--- config.mk ---
export PLATFORM = sky130hd
export DESIGN_NAME = dcache_store_buffer
export DESIGN_NICKNAME = d
export VERILOG_FILES = /design/src/rtl/dcache_store_buffer.sv
export SDC_FILE = /design/constraint.sdc
export NUM_CORES = 1
export LEC_CHECK = 0
export ABC_CLOCK_PERIOD_IN_PS = 10700
export BUFFER_PORTS_ARGS = -buffer_cell sky130_fd_sc_hd__buf_2
export CAP_MARGIN = 15
export CORE_UTILIZATION = 56
export CTS_BUF_LIST = sky130_fd_sc_hd__clkbuf_4
export CTS_CLUSTER_DIAMETER = 30
export CTS_CLUSTER_SIZE = 30
export DETAILED_ROUTE_END_ITERATION = 8
export PLACE_DENSITY = 0.78
export SYNTH_ARGS = -nofsm -noshare
export SYNTH_HDL_FRONTEND = slang
export SYNTH_SLANG_ARGS = --single-unit
--- constraint.sdc ---
create_clock -name clk -period 10.7 [get_ports clk]
set_clock_uncertainty 0.1 [all_clocks]
set_input_delay 2.14 -clock clk [delete_from_list [all_inputs] [get_ports clk]]
set_output_delay 2.14 -clock clk [all_outputs]
set_load 0.01 [all_outputs]
--- src/rtl/dcache_store_buffer.sv ---
// dcache_store_buffer: in-order FIFO of committed stores feeding the DCache write arbiter
// Ports:
//   St_Enq_*          enqueue side from LSU commit (Valid/Ready handshake)
//   DCache_WrReq_*    head-entry write request, Valid held level until Done
//   DCache_WrResp_*   Done pulse pops the head; Ready gates starting a new issue
//   Ld_Chk_Paddr/Hit  8-byte granule RAW check against every pending entry
//   Sb_Empty/Sb_Count drain status and occupancy
module dcache_store_buffer #(
  parameter int DEPTH   = 8,
  parameter int ADDR_W  = 56,
  parameter int DATA_W  = 64,
  parameter int DTYPE_W = 3
) (
  input  logic                       clk,
  input  logic                       rst_n,
  input  logic                       St_Enq_Valid,
  input  logic [ADDR_W-1:0]          St_Enq_Paddr,
  input  logic [DTYPE_W-1:0]         St_Enq_DataType,
  input  logic [DATA_W-1:0]          St_Enq_Data,
  output logic                       St_Enq_Ready,
  output logic                       DCache_WrReq_Valid,
  output logic [ADDR_W-1:0]          DCache_WrReq_Paddr,
  output logic [DTYPE_W-1:0]         DCache_WrReq_DataType,
  output logic [DATA_W-1:0]          DCache_WrReq_Data,
  input  logic                       DCache_WrResp_Done,
  input  logic                       DCache_WrResp_Ready,
  input  logic [ADDR_W-1:0]          Ld_Chk_Paddr,
  output logic                       Ld_Chk_Hit,
  output logic                       Sb_Empty,
  output logic [$clog2(DEPTH):0]     Sb_Count
);
  localparam int PW = $clog2(DEPTH);
  localparam int CW = PW + 1;
  typedef enum logic [1:0] {IDLE, ISSUE, RETIRE} state_t;
  state_t state, state_nxt;
  logic [ADDR_W-1:0]  paddr_q [DEPTH];
  logic [DTYPE_W-1:0] dtype_q [DEPTH];
  logic [DATA_W-1:0]  data_q  [DEPTH];
  logic [DEPTH-1:0]   vld_q;
  logic [PW-1:0]      wr_ptr, rd_ptr;
  logic [CW-1:0]      count;
  logic               enq, pop, issue;
  logic               unused_low_bits;
  assign unused_low_bits = ^Ld_Chk_Paddr[2:0];
  assign St_Enq_Ready = count != CW'(DEPTH);
  assign enq   = St_Enq_Valid && St_Enq_Ready;
  assign issue = state == ISSUE;
  assign pop   = issue && DCache_WrResp_Done;
  always_comb begin
    state_nxt = state;
    case (state)
      IDLE:    state_nxt = (count != '0 && DCache_WrResp_Ready) ? ISSUE : IDLE;
      ISSUE:   state_nxt = DCache_WrResp_Done ? RETIRE : ISSUE;
      RETIRE:  state_nxt = IDLE;
      default: state_nxt = IDLE;
    endcase
  end
  // enq and pop never hit the same slot: enq needs not-full, pop needs a valid head
  always_ff @(posedge clk or negedge rst_n) begin
    if (!rst_n) begin
      state  <= IDLE;
      wr_ptr <= '0;
      rd_ptr <= '0;
      count  <= '0;
      vld_q  <= '0;
    end else begin
      state <= state_nxt;
      count <= count + CW'(enq) - CW'(pop);
      if (enq) begin
        wr_ptr        <= wr_ptr + PW'(1);
        vld_q[wr_ptr] <= 1'b1;
      end
      if (pop) begin
        rd_ptr        <= rd_ptr + PW'(1);
        vld_q[rd_ptr] <= 1'b0;
      end
    end
  end
  // payload needs no reset: vld_q and the ISSUE gate hide stale contents
  always_ff @(posedge clk) begin
    if (enq) begin
      paddr_q[wr_ptr] <= St_Enq_Paddr;
      dtype_q[wr_ptr] <= St_Enq_DataType;
      data_q[wr_ptr]  <= St_Enq_Data;
    end
  end
  always_comb begin
    Ld_Chk_Hit = 1'b0;
    for (int i = 0; i < DEPTH; i++)
      if (vld_q[i] && paddr_q[i][ADDR_W-1:3] == Ld_Chk_Paddr[ADDR_W-1:3]) Ld_Chk_Hit = 1'b1;
  end
  assign DCache_WrReq_Valid    = issue;
  assign DCache_WrReq_Paddr    = issue ? paddr_q[rd_ptr] : '0;
  assign DCache_WrReq_DataType = issue ? dtype_q[rd_ptr] : '0;
  assign DCache_WrReq_Data     = issue ? data_q[rd_ptr]  : '0;
  assign Sb_Empty = count == '0 && state == IDLE;
  assign Sb_Count = count;
endmodule

Word-level counts from Yosys, hierarchy flattened

Memory sizes are Yosys's and may differ from the RTL's.
Index checks and enable logic that the tools add are counted.

Add/subtract/negate cells: 4
$mul: 0
Div/mod/pow operators: 0
$lt $le $gt $ge: 4
Equality and inequality tests: 10
Shift operators: 0
Muxes and demuxes: 22
Bitwise logic cells: 3
Reductions and logical operators: 17

Operators by type and width:

| cell                                                       | number |
|---|---|
| equality test 53 bit                                       | 8 |
| 2-to-1 mux 64 bit                                          | 1 |
| 2-to-1 mux 56 bit                                          | 1 |
| 2-to-1 mux 8 bit                                           | 2 |
| logical AND 1 bit                                          | 14 |
| 2-to-1 mux 1 bit                                           | 13 |
| bitwise AND 8 bit                                          | 1 |
| less-than comparator 3 x 4 -> 1 bit, second input constant | 2 |
| inverter 8 bit                                             | 1 |
| bitwise OR 8 bit                                           | 1 |
| adder 3 x 1 -> 3 bit, second input constant                | 2 |
| demux 1 bit (select 3 bit)                                 | 2 |
| >= comparator 3 x 1 -> 1 bit, second input constant        | 2 |
| adder 4 x 1 -> 4 bit                                       | 1 |
| zero test 4 bit                                            | 1 |
| != test 4 bit, second input constant                       | 1 |
| one-hot mux 2 bit (2 select lines)                         | 1 |
| nonzero test 4 bit                                         | 1 |
| subtractor 4 x 1 -> 4 bit                                  | 1 |
| 2-to-1 mux 3 bit                                           | 1 |
| equality test 2 x 1 -> 1 bit, second input constant        | 1 |
| zero test 2 bit                                            | 1 |
| 2-to-1 mux 2 bit                                           | 1 |

Bits in registers: 20
Bits in latches: 0
Bits in writable memories: 984
Bits in read-only memories: 0
Output and inout bits: 131
Word-level logic and storage cells: 68
Memories: 3

Memories:

| memory  | words | bits a word | rd ports | clocked after memory_dff | write ports | line | source |
|---|---|---|---|---|---|---|---|
| data_q  | 8     | 64          | 1        | 0                        | 1           | 38   | `logic [DATA_W-1:0] data_q [DEPTH];` |
| paddr_q | 8     | 56          | 9        | 0                        | 1           | 36   | `logic [ADDR_W-1:0] paddr_q [DEPTH];` |
| dtype_q | 8     | 3           | 1        | 0                        | 1           | 37   | `logic [DTYPE_W-1:0] dtype_q [DEPTH];` |

Depth between registers and ports, before layout

Depth after elaboration: 10
Depth in mapped cells: 11
Mapped depth without buffers: 11

Worst setup path before layout

No wires, ideal clock.

Path kind: input-to-reg
Start: in St_Enq_Valid
End: mem data_q[0][0] (enable)
Library setup time: 0.758 ns
Arrival: 10.816 ns
Path slack: -0.974 ns
Stages: 3
Cells stage by stage: and2_1 -> nand2b_1 -> nor3_1

Longest elaborated chain between the ends: 3

Ends and longest elaborated chain:

| item                                   | line | source |
|---|---|---|
| start: declaration                     | 16   | `input logic St_Enq_Valid,` |
| logical AND 1 bit                      | 46   | `assign enq = St_Enq_Valid && St_Enq_Ready;` |
| 2-to-1 mux 1 bit                       | 81   | `if (enq) begin` |
| 2-to-1 mux 1 bit (implied by the code) | 84   | `data_q[wr_ptr] <= St_Enq_Data;` |
| end: declaration                       | 38   |  |

Every way passes these cells.

Worst setup path after layout

Start: in Ld_Chk_Paddr[32]
End: out Ld_Chk_Hit

Longest elaborated chain between the ends: 10
Elaborated cells on any way between the ends: 24
Classes of those cells: eq/ne: 8; mux: 8; reduce/logical: 8

Ends and longest elaborated chain:

| item                          | line | source |
|---|---|---|
| start: declaration            | 27   | `input logic [ADDR_W-1:0] Ld_Chk_Paddr,` |
| equality test 53 bit          | 90   | `if (vld_q[i] && paddr_q[i][ADDR_W-1:3] == Ld_Chk_Paddr[ADDR_W-1:3]) Ld_Chk_Hit = 1'b1;` |
| logical AND 1 bit             | 90   |  |
| 2-to-1 mux 1 bit (7 in a row) | 90   |  |
| 2-to-1 mux 1 bit (*)          | 90   |  |
| end: declaration              | 28   | `output logic Ld_Chk_Hit,` |

Mark *: on every way between the ends. The rest lies on a longest branch, timed or not.

==> results by stage <==
Synthesis:
- Multiplexer cells account for between 10% and 20% of the synthesized area.
- For this run, the leading register cell type out of synthesis is sky130_fd_sc_hd__edfxtp_1.
- The mean instance size in the synthesized netlist is 18.6 µm².
- The number of enable-type register cells in the synthesized netlist is 984.
- Synthesis produced 2323 cells.
- The top cell type by total area after synthesis is sky130_fd_sc_hd__edfxtp_1.
- The mapped cell area is around 43000 µm².
- Of the post-synthesis cell area, the dominant cell type holds approximately two thirds.
- Of the total synthesized cell area, the portion taken by AND, OR, NAND and NOR gates is about 3.8%.
- Sequential cells were found to cover between 60% and 70% of the synthesized design area.
- The warning count from the yosys run is 0.
- The cell with the most instances after synthesis is sky130_fd_sc_hd__edfxtp_1.
- The synthesized netlist devotes less than 1% of its cell area to compound gates.
- By area the synthesized netlist is led by sky130_fd_sc_hd__edfxtp_1 68%, sky130_fd_sc_hd__mux4_2 13%, sky130_fd_sc_hd__xnor2_1 5.6%.
- The number of nets in the synthesized netlist is 2516.
- The netlist uses 45 different library cells.
- The xor/xnor share of the synthesized area is just under 8%.
- The adder-cell share of the synthesized area is less than 1%.
- The commonest cells after synthesis are 984 x sky130_fd_sc_hd__edfxtp_1, 276 x sky130_fd_sc_hd__xnor2_1, 246 x sky130_fd_sc_hd__mux4_2, 135 x sky130_fd_sc_hd__nor2_1, 123 x sky130_fd_sc_hd__mux2i_1.
- The proportion of register bits with asynchronous set or reset after synthesis is roughly 2%.
- By area, the combinational part of the netlist is dominated by multiplexers.
- The synthesized design contains 1004 register bits.

Flow run:
- Across the run, the number of max-cap violations was 0.

Setup path:
- On the worst path, the slowest cell contributes a delay of approximately 0.71 ns.
- For flop-to-flop paths, the worst setup slack is between 6 and 7 ns.
- The data arrival time of the worst path is 4.98 ns.
- STA classifies the critical path startpoint as a primary input.
- The kind of critical path is in -> out.
- The endpoint type of the worst setup path is a primary output.
- The startpoint identified for the worst register-to-register timing path is Sb_Count[2].
- In this run the worst setup path terminates at Ld_Chk_Hit.
- For the worst flop-to-flop path, the logic depth is 8.
- Walking the worst path, the cells encountered are buf_2 -> xor2_1 -> nor4_1 -> nand4_1 -> or4_1 -> o32ai_1 -> or4_1 -> buf_2.
- Along the worst path, the maximum fanout reaches 9.
- The endpoint of the most critical register-to-register path is dtype_q[4][1].
- The highest-delay cell along the critical path is sky130_fd_sc_hd__nor4_1.
- Tracing the worst setup path back leads to its startpoint at Ld_Chk_Paddr[32].
- The critical path data required time is 8.46 ns.

Timing:
- At the pin with the least slew margin, the transition time is around 1.2 ns.
- Setup repair after global routing left no endpoint under its margin.
- For the final routed database, the setup TNS stands at 0 ns.
- The number of hold violations in the final report is 0.
- Once routing completed, OpenROAD measured the worst setup slack at around 3.5 ns.
- Derived from the worst setup path, the maximum achievable clock frequency is roughly 140 MHz.
- The part of the cycle the worst path needs is about two thirds.
- The time the final worst path needs with I/O delays and setup is roughly 7.2 ns.
- The worst slew margin relative to its limit is ~22%.
- The final-report max-slew violation count is 0.
- The setup violation total in the final timing report is 0.

Pwr:
- The cell-internal power is between 8 and 9 mW.
- The peak supply drop is approximately 180 µV.
- The net load switching power is about 4 mW.
- The total power per unit cell area is roughly 250 nW/µm².
- The leakage dissipation is between 15 and 20 nW.
- The fraction of power spent switching nets is between 30% and 40%.
- The design draws ~12 mW.
- In this run, the clock network consumes around 26% of the power.
- Per report_power, the combinational group accounts for 30.8% of the total.
- The part of the total power dissipated in sequential elements is 43.6%.

Floorplan:
- The die is 280 µm wide.
- between 300 and 400 I/O pins were placed.
- The initial utilization of the core area, before any placement, comes to between 50% and 60%.
- The floorplan step set the die height to 280 µm.
- The number of standard-cell rows in the floorplan is just over 100.
- The placeable core region is 76100 µm².
- The die outline area is 78200 µm².

Placed design:
- At the end of routability-driven placement, the weighted congestion stood at roughly 1.0.
- The wire-length estimate of the detail-placed layout is between 80000 and 90000 µm.
- OpenSTA, run right after detailed placement, puts the worst setup slack at approximately 3.6 ns.
- The instance area at placement is approximately 46000 µm².
- The number of buffer cells added on primary ports is roughly 310.

Clock tree:
- The TritonCTS clock tree is yes.
- The number of buffers between clock root and the deepest sink is 3.
- The clock net in this run drives a total of 1004 sinks.
- The clock-pin slew reported for the worst setup and hold paths after clock tree synthesis is about 0.08 ns.
- The total clock buffers created by CTS is approximately 170.
- The maximum level of the CTS H-tree is 4.
- The clock tree root driver cell is sky130_fd_sc_hd__clkbuf_4.
- In this run, post-CTS hold repair placed 0 buffers.
- The post-CTS setup repair buffer count is 0.
- The clock reaches the later pin of the worst-skew pair after 0.98 ns.
- The post-CTS resize count is 0.

Global routing:
- After global routing the overflow that remains totals 0.
- The initial antenna violation count is 26.
- Global routing used approximately a third of the available tracks.
- The global-route wire length before repair is about 170000 µm.
- The maximum number of pins on one net before global-route repair is approximately 140.
- The via count of the first global-routing pass is approximately 24000.

Drt:
- After detailed routing, the number of vias per cell comes to between 6 and 7.
- The remaining number of nets flagged by the antenna check after routing is 0.
- In the final routed layout, each cell accounts on average for ~32 µm.
- The total via count after detailed routing is 24100.
- The number of remaining DRC errors is 0.
- The total wirelength of the detailed-routed design is roughly 120000 µm.
- For this block, the initial DRC count from the detailed router was ~2600.
- The first-pass detailed-route iteration total is 7.

Layout:
- The cell area after layout is 48700 µm².
- The number of nets in the final layout is ~2900.
- From synthesis to final layout, the design area changed by 12.7%.
- Of the cells placed in the final design, the portion with a size suffix greater than 1 is 31.8%.

Run status:
- The flow ran to the end, and the final reports show no timing, DRC or antenna violations.

Worst hold path:
- The type of the most critical hold path is reg -> reg.
==> cells by family after synthesis <==
family                     after synthesis
adders and majority gates                9
muxes                                  372
buffers and inverters                  183
and+or+nand+nor                        322
AOI/OAI and AO/OA                       51
DFF                                   1004
xor gates and xnor gates               382
==> final cells by class <==
cell class,count,area [µm²]
multi-input combinational,1136,12400
clock buffer,189,1420
tap,1030,1290
inverter,45,169
antenna,12,30.0
timing repair buffer,345,1850
sequential,1004,30100
fill,5371,27400
clock inverter,125,1440
==> layer usage <==
| layer | vias up | part of all wire, % | GRT usage [%] |
|---|---|---|---|
| met4 | 24 | 4.3 | 14.6 |
| met2 | 1297 | 49 | 50.8 |
| met3 | 227 | 9.7 | 8.37 |
| met1 | 12500 | 37 | 40.9 |
| met5 | - | 0.13 | 0 |
| li1 | 10100 | - | - |
==> sequential cells by signal, summed over array words and instances, names as in the netlist <==
name / count
rd_ptr: 3
wr_ptr: 3
Sb_Count: 4
state: 2
data_q: 512
dtype_q: 24
paddr_q: 448
vld_q: 8
==> power groups by stage <==
stage	clock (mW)	sequential [mW]	combinational [mW]
after floorplan	0	5.29	2.61
after global routing	3.32	5.37	3.98
after CTS	3.15	5.32	3.80
after global placement	0	5.36	3.75
final	3.11	5.32	3.76
after detailed placement	0	5.41	3.78
==> cell usage in the layout (no fill, tap or decap), types with 45 or more instances in the layout <==
cell                       instances
sky130_fd_sc_hd__buf_2           311
sky130_fd_sc_hd__nor2_1          129
sky130_fd_sc_hd__xnor2_1         276
sky130_fd_sc_hd__mux4_2          246
sky130_fd_sc_hd__inv_1            45
sky130_fd_sc_hd__xor2_1          104
sky130_fd_sc_hd__edfxtp_1        984
sky130_fd_sc_hd__nand4_1          78
sky130_fd_sc_hd__mux2i_1         123
sky130_fd_sc_hd__clkbuf_4        189
==> worst max-delay path, delay by kind of cell <==
| kind | cells | cell delay [ns] |
|---|---|---|
| AND/OR/NAND/NOR | 4 | 1.94 |
| buffers and inverters | 2 | 0.43 |
| AO/OA/AOI/OAI | 1 | 0.27 |
| XOR/XNOR | 1 | 0.19 |
==> stage by stage <==
stage               utilization [%]  std cells  hold slack (ns)
floorplan                         -       2323            0.314
global placement               60.2       3560            0.363
detailed placement             60.2       3560            0.364
CTS                            63.9       3874            0.384
global route                   64.0       3882            0.428
finish                         64.0       3886            0.385
==> how the worst min path moves through the flow <==
stage          endpoint  slack (ns)     start  cells past startpoint
6_report       state[0]        0.38  state[1]                      1
5_1_grt        state[0]        0.43  state[1]                      1
4_1_cts        state[0]        0.38  state[1]                      1
3_5_place_dp   state[0]        0.36  state[1]                      1
3_3_place_gp   state[0]        0.36  state[1]                      1
2_1_floorplan  state[0]        0.31  state[1]                      1
Note: power is estimated with default switching activity, not from simulation.
